--- src/rtl/tcm_arb_pkg.sv ---
// Shared types for the TCM port arbiter: grant encoding, response record and
// starvation counter sizing.
package tcm_arb_pkg;

    localparam int STARVE_CNT_W = 4;
    localparam logic [STARVE_CNT_W-1:0] STARVE_CNT_MAX = '1;

    typedef enum logic [1:0] {
        GNT_NONE,
        GNT_I,
        GNT_D
    } grant_t;

    typedef enum logic {
        PORT_I = 1'b0,
        PORT_D = 1'b1
    } resp_port_t;

    typedef struct packed {
        resp_port_t  port;
        logic        half;
        logic [10:0] tag;
        logic        err;
    } resp_t;

endpackage

--- src/rtl/tcm_arb_sel.sv ---
// Grant selection between fetch and data ports. The data port wins contention
// until fetch has lost STARVE_LIMIT contended cycles in a row.
module tcm_arb_sel
    import tcm_arb_pkg::*;
#(
    parameter int STARVE_LIMIT = 2
) (
    input  logic   clk,
    input  logic   rst_n,
    input  logic   i_req,
    input  logic   d_req,
    output grant_t grant
);

    logic [STARVE_CNT_W-1:0] starve_cnt;
    logic [STARVE_CNT_W-1:0] starve_cnt_nxt;
    logic                    i_favoured;

    assign i_favoured = int'(starve_cnt) >= STARVE_LIMIT;

    // No grant is issued while reset is held, so nothing reaches the RAM.
    always_comb begin
        grant          = GNT_NONE;
        starve_cnt_nxt = starve_cnt;
        if (rst_n) begin
            if (i_req && (!d_req || i_favoured)) begin
                grant = GNT_I;
            end else if (d_req) begin
                grant = GNT_D;
            end
        end
        if (grant == GNT_I) begin
            starve_cnt_nxt = '0;
        end else if (grant == GNT_D && i_req && starve_cnt != STARVE_CNT_MAX) begin
            starve_cnt_nxt = starve_cnt + 1'b1;
        end
    end

    always_ff @(posedge clk or negedge rst_n) begin
        if (!rst_n) begin
            starve_cnt <= '0;
        end else begin
            starve_cnt <= starve_cnt_nxt;
        end
    end

endmodule

--- src/rtl/tcm_port_arb.sv ---
// Shares one single-port 64-bit TCM between the fetch and data ports of the core.
// Optional TCM_ARB_RANGE_CHECK_EN flags out-of-window accesses as errors instead of wrapping.
module tcm_port_arb
    import tcm_arb_pkg::*;
#(
    parameter logic [31:0] ADDR_BASE    = 32'h8000_0000,
    parameter int          SIZE_BYTES   = 131072,
    parameter int          STARVE_LIMIT = 2,
    parameter int          RAM_AW       = 14
) (
    input  logic              clk_i,
    input  logic              rst_ni,
    input  logic              mem_i_rd_i,
    input  logic              mem_i_flush_i,
    input  logic              mem_i_invalidate_i,
    input  logic [31:0]       mem_i_pc_i,
    output logic              mem_i_accept_o,
    output logic              mem_i_valid_o,
    output logic              mem_i_error_o,
    output logic [63:0]       mem_i_inst_o,
    input  logic [31:0]       mem_d_addr_i,
    input  logic [31:0]       mem_d_data_wr_i,
    input  logic              mem_d_rd_i,
    input  logic [3:0]        mem_d_wr_i,
    input  logic              mem_d_cacheable_i,
    input  logic [10:0]       mem_d_req_tag_i,
    input  logic              mem_d_invalidate_i,
    input  logic              mem_d_writeback_i,
    input  logic              mem_d_flush_i,
    output logic              mem_d_accept_o,
    output logic              mem_d_ack_o,
    output logic              mem_d_error_o,
    output logic [31:0]       mem_d_data_rd_o,
    output logic [10:0]       mem_d_resp_tag_o,
    output logic [RAM_AW-1:0] ram_addr_o,
    output logic [7:0]        ram_wr_o,
    output logic [63:0]       ram_wdata_o,
    input  logic [63:0]       ram_rdata_i
);

    logic        d_wr_any;
    logic        d_access;
    logic        d_maint;
    logic        d_req;
    grant_t      grant;
    logic [31:0] i_off;
    logic [31:0] d_off;
    logic        i_err;
    logic        d_err;
    logic        resp_valid_q;
    logic        resp_rd_q;
    resp_t       resp_q;

    assign d_wr_any = |mem_d_wr_i;
    assign d_access = mem_d_rd_i | d_wr_any;
    assign d_maint  = mem_d_invalidate_i | mem_d_writeback_i | mem_d_flush_i;
    assign d_req    = d_access | d_maint;

    tcm_arb_sel #(
        .STARVE_LIMIT (STARVE_LIMIT)
    ) u_sel (
        .clk   (clk_i),
        .rst_n (rst_ni),
        .i_req (mem_i_rd_i),
        .d_req (d_req),
        .grant (grant)
    );

    assign mem_i_accept_o = (grant == GNT_I);
    assign mem_d_accept_o = (grant == GNT_D);

    assign i_off = mem_i_pc_i - ADDR_BASE;
    assign d_off = mem_d_addr_i - ADDR_BASE;

`ifdef TCM_ARB_RANGE_CHECK_EN
    // Maintenance ops carry no meaningful address, so only real accesses can fault.
    assign i_err = (i_off >= 32'(SIZE_BYTES));
    assign d_err = d_access && (d_off >= 32'(SIZE_BYTES));
`else
    assign i_err = 1'b0;
    assign d_err = 1'b0;
`endif

    always_comb begin
        ram_addr_o = i_off[RAM_AW+2:3];
        ram_wr_o   = '0;
        if (grant == GNT_D) begin
            ram_addr_o = d_off[RAM_AW+2:3];
            if (d_wr_any && !d_err) begin
                ram_wr_o = mem_d_addr_i[2] ? {mem_d_wr_i, 4'h0} : {4'h0, mem_d_wr_i};
            end
        end
    end

    assign ram_wdata_o = {2{mem_d_data_wr_i}};

    // Response lines up with the RAM's one-cycle read latency; the tag only
    // changes on data-port grants so it keeps echoing the last D request.
    always_ff @(posedge clk_i or negedge rst_ni) begin
        if (!rst_ni) begin
            resp_valid_q <= 1'b0;
            resp_rd_q    <= 1'b0;
            resp_q       <= '0;
        end else begin
            resp_valid_q <= (grant != GNT_NONE);
            resp_rd_q    <= (grant == GNT_D) && mem_d_rd_i && !d_wr_any && !d_err;
            if (grant == GNT_I) begin
                resp_q.port <= PORT_I;
                resp_q.err  <= i_err;
            end else if (grant == GNT_D) begin
                resp_q.port <= PORT_D;
                resp_q.half <= mem_d_addr_i[2];
                resp_q.tag  <= mem_d_req_tag_i;
                resp_q.err  <= d_err;
            end
        end
    end

    assign mem_i_valid_o    = resp_valid_q && (resp_q.port == PORT_I);
    assign mem_i_error_o    = mem_i_valid_o && resp_q.err;
    assign mem_i_inst_o     = (mem_i_valid_o && !resp_q.err) ? ram_rdata_i : '0;
    assign mem_d_ack_o      = resp_valid_q && (resp_q.port == PORT_D);
    assign mem_d_error_o    = mem_d_ack_o && resp_q.err;
    assign mem_d_data_rd_o  = resp_rd_q ? (resp_q.half ? ram_rdata_i[63:32] : ram_rdata_i[31:0]) : '0;
    assign mem_d_resp_tag_o = resp_q.tag;

    logic unused_ok;
    assign unused_ok = ^{mem_i_flush_i, mem_i_invalidate_i, mem_d_cacheable_i, i_off, d_off};

endmodule
--- config.mk ---
export PLATFORM = sky130hd
export DESIGN_NAME = tcm_port_arb
export DESIGN_NICKNAME = d
export VERILOG_FILES = /design/src/rtl/tcm_arb_pkg.sv /design/src/rtl/tcm_arb_sel.sv /design/src/rtl/tcm_port_arb.sv
export SDC_FILE = /design/constraint.sdc
export NUM_CORES = 1
export LEC_CHECK = 0
export ABC_AREA = 1
export BUFFER_PORTS_ARGS = -buffer_cell sky130_fd_sc_hd__buf_2
export CORE_AREA = 3 3 150 152
export CTS_CLUSTER_DIAMETER = 120
export DETAILED_ROUTE_END_ITERATION = 7
export DIE_AREA = 0 0 153 155
export GPL_TIMING_DRIVEN = 1
export MAX_ROUTING_LAYER = met4
export PLACE_DENSITY = 0.45
export SLEW_MARGIN = 10
export SYNTH_ARGS = -nofsm -noshare
export SYNTH_HDL_FRONTEND = slang
export SYNTH_SLANG_ARGS = --single-unit
--- constraint.sdc ---
create_clock -name clk_i -period 1.74 [get_ports clk_i]
set_input_delay 0.174 -clock clk_i [delete_from_list [all_inputs] [get_ports clk_i]]
set_output_delay 0.174 -clock clk_i [all_outputs]
set_load 0.02 [all_outputs]
==> results of run 1 <==
## worst max path at each step
| stage | to | slack (ps) |
|---|---|---|
| 5_1_grt | ram_addr_o[8] | -720 |
| 2_1_floorplan | ram_wr_o[0] | -290 |
| 3_5_place_dp | ram_wr_o[0] | -450 |
| 3_3_place_gp | ram_wr_o[0] | -440 |
| 4_1_cts | ram_addr_o[6] | -540 |
| 6_report | ram_addr_o[4] | -590 |
## timing repair
action                                 CTS  global route
setup buffers                            4             6
endpoints found under the hold margin   19             0
gates cloned                             1             0
setup endpoints to repair               42            42
pin swaps                                9             6
hold buffers                             1             0
gates resized for setup                 83            14
## area by class of cell
type	count	share of cell area, %
inverters	82	7.17
flip-flops and latches	19	10.3
clock buffers	4	1.71
multi-input cells	263	32.8
well taps	275	7.46
repair buffers	294	40.5
## critical path: stages (launching register included)
cell and delay, ps:
dfrtp_1 390, ha_2 170, or2_1 210, nor2_2 160, buf_4 140, o21ai_4 50, nand3_2 90, ha_4 180
buf_12 150, buf_8 130, nand2_1 60, nand2_2 60, buf_6 110
## registers in the layout, summed over array words and instances, names as in the netlist
register	count
mem_d_resp_tag_o	11
u_sel.starve_cnt	4
resp_q	2
resp_rd_q	1
resp_valid_q	1
## per-layer routing
layer,vias to the layer above,share of wire [%],GRT usage (%)
li1,1703,-,-
met1,1382,40,10.3
met2,234,48,15.4
met3,2,12,3.73
met4,0,0.17,0.976
met5,-,0,-
## power by group
| group | leakage (nW) | switching, mW | internal, mW | total [mW] |
|---|---|---|---|---|
| Clock | 0.0382 | 0.156 | 0.311 | 0.467 |
| Combinational | 2.54 | 2.57 | 1.70 | 4.27 |
| Sequential | 0.238 | 0.111 | 0.636 | 0.747 |
## cell families (layout without fill, tap and decap cells)
family | Yosys count | after routing | share of synthesized area (%)
XOR/XNOR | 1 | 1 | 0.320
buffers and inverters | 182 | 380 | 38.8
AO/OA/AOI/OAI | 71 | 71 | 14.7
flip-flops | 19 | 19 | 17.4
adder cells (fa/ha/maj) | 5 | 5 | 2.28
other | 1 | 2 | 0.137
AND/OR/NAND/NOR | 184 | 184 | 26.4
## cells in the final DEF, fill, tap and decap left out, types with 5 or more instances in the layout
| cell type | n |
|---|---|
| nand3_1 | 5 |
| buf_2 | 223 |
| nor2_4 | 5 |
| buf_6 | 29 |
| buf_12 | 5 |
| nor2_1 | 68 |
| nand2_4 | 16 |
| o21ai_0 | 12 |
| nand2_2 | 22 |
| inv_1 | 76 |
| dfrtp_1 | 18 |
| nand2_1 | 55 |
| o21ai_1 | 12 |
| o21ai_2 | 13 |
| buf_4 | 32 |
| a21oi_1 | 32 |
==> impl_metrics.json, run 1 <==
{
  "period_needed_ps": 2330,
  "die_x_um": 153,
  "num_rows": 53,
  "synthTopCellsByCount": "92 x nand2_1, 83 x buf_4, 77 x inv_1",
  "synthMostInstantiatedCell": "nand2_1",
  "ys_warn_count": 0,
  "post-route-drc-count": 0,
  "port-buffer-count": 247,
  "synth-edff-count": 0,
  "drive_above_1_share_pct": 56.3,
  "overflow": 0,
  "cts_made_buffers": 3,
  "first_pass_iters": 4,
  "cts_tree": "done",
  "min_to": "mem_d_resp_tag_o[9]$_DFFE_PN0P_",
  "antenna_left": 0,
  "floorplan.initialDensity_pct": 13.0,
  "fin_cells": 937,
  "synth_area_um2": 2740,
  "synthArstFlopShare_pct": 100,
  "r2r_end": "u_sel.starve_cnt[2]$_DFFE_PN0P_",
  "timing.rr.start": "u_sel.starve_cnt[1]$_DFFE_PN0P_",
  "critPathArrivalTime_ps": 2160,
  "ff_latch_area_um2": 477,
  "cts_root_buffer": "clkbuf_16",
  "leakage_nw": 2.81,
  "place_ws_ps": -453,
  "grt_pass1_wl_um": 17200,
  "min_path_type": "input port to register",
  "maxCapViolations": 0,
  "grt_max_degree": 59,
  "synth-seq-cells": 19,
  "synth_area_leaders": "buf_4 23%, dfrtp_1 17%, nand2_1 13%, inv_1 11%, nor2_1 10%",
  "worstSkewPairLatency_ps": 250,
  "cp-start-kind": "register",
  "nets": 853,
  "path_class": "register to output port",
  "tns_ps": -18650,
  "area_growth_pct": 68.2,
  "power.density_nw_per_um2": 1190,
  "power_mw": 5.48,
  "routed_wirelength_um": 11200,
  "synth.top_cell.area_share_pct": 22.7,
  "fillCellCount": 2418,
  "cp_max_fo": 6,
  "via_per_inst": 3.54,
  "synth_area_per_cell_um2": 5.92,
  "core_um2": 21200,
  "via_count": 3321,
  "ioPinCount": 384,
  "slew_violations": 0,
  "fin_hold_ws_ps": 118,
  "grt_pass1_vias": 3276,
  "worstRegToRegCells": 16,
  "place_area_um2": 4080,
  "hold_viol_final": 0,
  "seq_area_frac_synth_pct": 17.4,
  "ys.flop_type": "dfrtp_1",
  "hold_depth": 3,
  "diodes": 0,
  "violations": "setup timing",
  "hold_start": "mem_d_req_tag_i[9]",
  "die_area_um2": 23700,
  "yosysTopAreaCell": "buf_4",
  "critPathCaptureType": "output port",
  "max-vdd-ir-drop_mv": 0.645,
  "rsz0062_at_grt": "yes",
  "wl_per_cell_um": 11.9,
  "cp_data_required_time_ps": 1570,
  "multi_input_area_um2": 1510,
  "fin_util_pct": 21.8,
  "fmax_mhz": 429,
  "grt_usage_pct": 9.02,
  "finClkSkew_ps": 2.05,
  "finalSetupViolCount": 42,
  "clock-sinks": 19,
  "setup_ws_ps": -590,
  "grt_antenna_before_repair": 0,
  "place_congestion": 0.772,
  "place_inst": 922,
  "clk_pin_slew_ps": 50,
  "synth_cell_types": 27,
  "synthCells": 463,
  "htree_levels": 1,
  "drtIter0Drc": 180,
  "post-route-cell-area_um2": 4610,
  "fin_crit_sh_pct": 134,
  "dp_hpwl_um": 9030,
  "die_h_um": 155,
  "crit_start": "u_sel.starve_cnt[1]$_DFFE_PN0P_",
  "status": "complete, but fails checks",
  "clockBufferDepth": 2,
  "r2r_slack_ps": -450
}
Note: power is estimated with default switching activity, not from simulation.
==> run 2: changes to the inputs <==
CELL_PAD_IN_SITES_DETAIL_PLACEMENT = 2   (was not set)
CELL_PAD_IN_SITES_GLOBAL_PLACEMENT = 2   (was not set)
CORE_AREA = not set   (was 3 3 150 152)
CORE_ASPECT_RATIO = 2   (was not set)
CORE_MARGIN = 3   (was not set)
CORE_UTILIZATION = 11   (was not set)
DIE_AREA = not set   (was 0 0 153 155)
PLACE_DENSITY = 0.81   (was 0.45)
==> run 2 against run 1 <==
The run still ends with setup timing left; via count up 9.0%; clock power rose by 6.2%; critical path type unchanged; combinational power up 6.6%; total power up 6.2%; setup slack lost 170 ps; critical path depth shrank 1.
==> impl_metrics.json, run 2 (same netlist as run 1, synthesis figures left out) <==
{
  "status": "complete, but fails checks",
  "violations": "setup timing",
  "fin_cells": 993,
  "routed_wirelength_um": 15300,
  "cts_tree": "done",
  "grt_usage_pct": 10.6,
  "power.density_nw_per_um2": 1250,
  "drive_above_1_share_pct": 56.9,
  "final_common_cell": "buf_2",
  "port-buffer-count": 247,
  "area_growth_pct": 70.2,
  "grt_pass1_wl_um": 22400,
  "diodes": 0,
  "slew_violations": 0,
  "power_mw": 5.82,
  "finalSetupViolCount": 42,
  "num_rows": 81,
  "hold_viol_final": 0,
  "crit_top_cell": "ha_4",
  "largest_register_ffs": 11,
  "period_needed_ps": 2500,
  "path_class": "register to output port",
  "met3_length_um": 1560,
  "htree_levels": 1,
  "max-vdd-ir-drop_mv": 0.536,
  "grt_antenna_before_repair": 0,
  "ioPinCount": 384,
  "first_pass_iters": 4,
  "p_clk_share_pct": 8.5,
  "combPwrFrac_pct": 78.1,
  "p_seq_share_pct": 13.4,
  "p_sw_share_pct": 54.2,
  "final_cell_mix": "225 x buf_2, 75 x inv_1, 68 x nor2_1",
  "antenna_left": 0,
  "place_congestion": 0.776,
  "p_int_mw": 2.67,
  "clockBufferDepth": 2,
  "place_area_um2": 4090,
  "cts_made_buffers": 3,
  "die_h_um": 229,
  "cp_data_required_time_ps": 1570,
  "fin_crit_sh_pct": 144,
  "wl_per_cell_um": 15.4,
  "via_per_inst": 3.64,
  "cp_max_fo": 6,
  "floorplan.initialDensity_pct": 11.2,
  "dp_hpwl_um": 11900,
  "overflow": 0,
  "via_count": 3619,
  "clk_pin_slew_ps": 60,
  "setup_ws_ps": -757,
  "clock-sinks": 19,
  "core_um2": 24500,
  "cts_root_buffer": "clkbuf_16",
  "min_path_type": "input port to register",
  "nets": 852,
  "post-route-cell-area_um2": 4660,
  "maxCapViolations": 0,
  "cp-start-kind": "register",
  "critPathMaxStageDelay_ps": 380,
  "critPathCaptureType": "output port",
  "dr_wl_met2_um": 8870,
  "leakage_nw": 2.79,
  "top_layer": "met4",
  "place_inst": 967,
  "fmax_mhz": 400,
  "cp_cell_sequence": "inv_2 > ha_4 > or2_4 > nor2_4 > o21ai_2 > nor2_2 > ha_4 > buf_4 > clkinv_8 > nor3_4 > buf_6",
  "finClkSkew_ps": 6.18,
  "rsz0062_at_grt": "yes",
  "grt_pass1_vias": 3927,
  "slowest_stage": "dfrtp_1",
  "die_x_um": 118,
  "die_area_um2": 27000,
  "critPathArrivalTime_ps": 2320,
  "grt_max_degree": 66,
  "worstSkewPairLatency_ps": 260,
  "drtIter0Drc": 80,
  "wl_met1_um": 4480,
  "post-route-drc-count": 0,
  "p_switching_mw": 3.15
}
==> run 2: changes by cell type in the layout (fill, tap and decap cells not counted), sizes merged <==
cell | previous run | this run
buf | 293 | 290
clkinv | 2 | 3
inv | 80 | 81
==> run 2: per-layer routing <==
metal / vias up / track usage (%)
li1: 1694 / -
met1: 1686 / 9.10
met2: 214 / 21.5
met3: 25 / 4.20
met4: 0 / 1.36
met5: - / -
==> run 2: stage by stage <==
| stage | setup WS (ps) | setup TNS, ps | hold WS (ps) | util [%] |
|---|---|---|---|---|
| 2_1_floorplan | -293 | -7210 | -122 | - |
| 3_3_place_gp | -412 | -12750 | 228 | 16.7 |
| 3_5_place_dp | -523 | -17330 | 239 | 16.7 |
| 4_1_cts | -591 | -18040 | 108 | 18.2 |
| 5_1_grt | -808 | -26660 | 142 | 19.0 |
| 6_report | -757 | -24200 | 114 | 19.0 |
==> run 2: power by group through the flow <==
| stage | sequential (mW) | combinational (mW) | clock [mW] |
|---|---|---|---|
| 2_1_floorplan | 0.741 | 2.85 | 0 |
| 3_3_place_gp | 0.776 | 3.68 | 0 |
| 3_5_place_dp | 0.786 | 3.79 | 0 |
| 4_1_cts | 0.779 | 4.18 | 0.503 |
| 5_1_grt | 0.807 | 4.91 | 0.522 |
| 6_report | 0.781 | 4.55 | 0.496 |
==> run 2: area by class of cell <==
class                   instances  area (um2)
well taps                     332         415
inverters                      82         330
clock buffers                   4        78.8
repair inverters                2        17.5
flip-flops and latches         19         477
fillers                      3034       19900
repair buffers                291        1820
multi-input cells             263        1530
==> run 2: worst paths after layout <==
path	cells past startpoint	slack (ps)	from	end
min in group asynchronous	3	510	rst_ni	u_sel.starve_cnt[1]$_DFFE_PN0P_
worst min register to register	2	470	mem_d_resp_tag_o[9]$_DFFE_PN0P_	mem_d_resp_tag_o[9]$_DFFE_PN0P_
max in group asynchronous	3	1000	rst_ni	resp_q[12]$_DFFE_PN0P_
worst min-delay path	3	110	mem_d_req_tag_i[9]	mem_d_resp_tag_o[9]$_DFFE_PN0P_
worst max-delay path	11	-760	u_sel.starve_cnt[0]$_DFFE_PN0P_	ram_wr_o[0]
worst max register to register	16	-590	u_sel.starve_cnt[0]$_DFFE_PN0P_	u_sel.starve_cnt[3]$_DFFE_PN0P_
==> run 2: critical path: cells and delay by family (launching register included) <==
kind	cells	cell delay, ps
buf+inv	4	440
flops	1	380
simple gates	4	780
fa+ha+maj	2	360
compound gates	1	100
==> run 2: repair_timing <==
item	in CTS	in global routing
hold endpoints to repair	19	0
hold buffers	1	0
cloned	0	2
setup endpoints to repair	42	43
gates resized for setup	71	32
buffers inserted	8	15
pin swaps	7	7
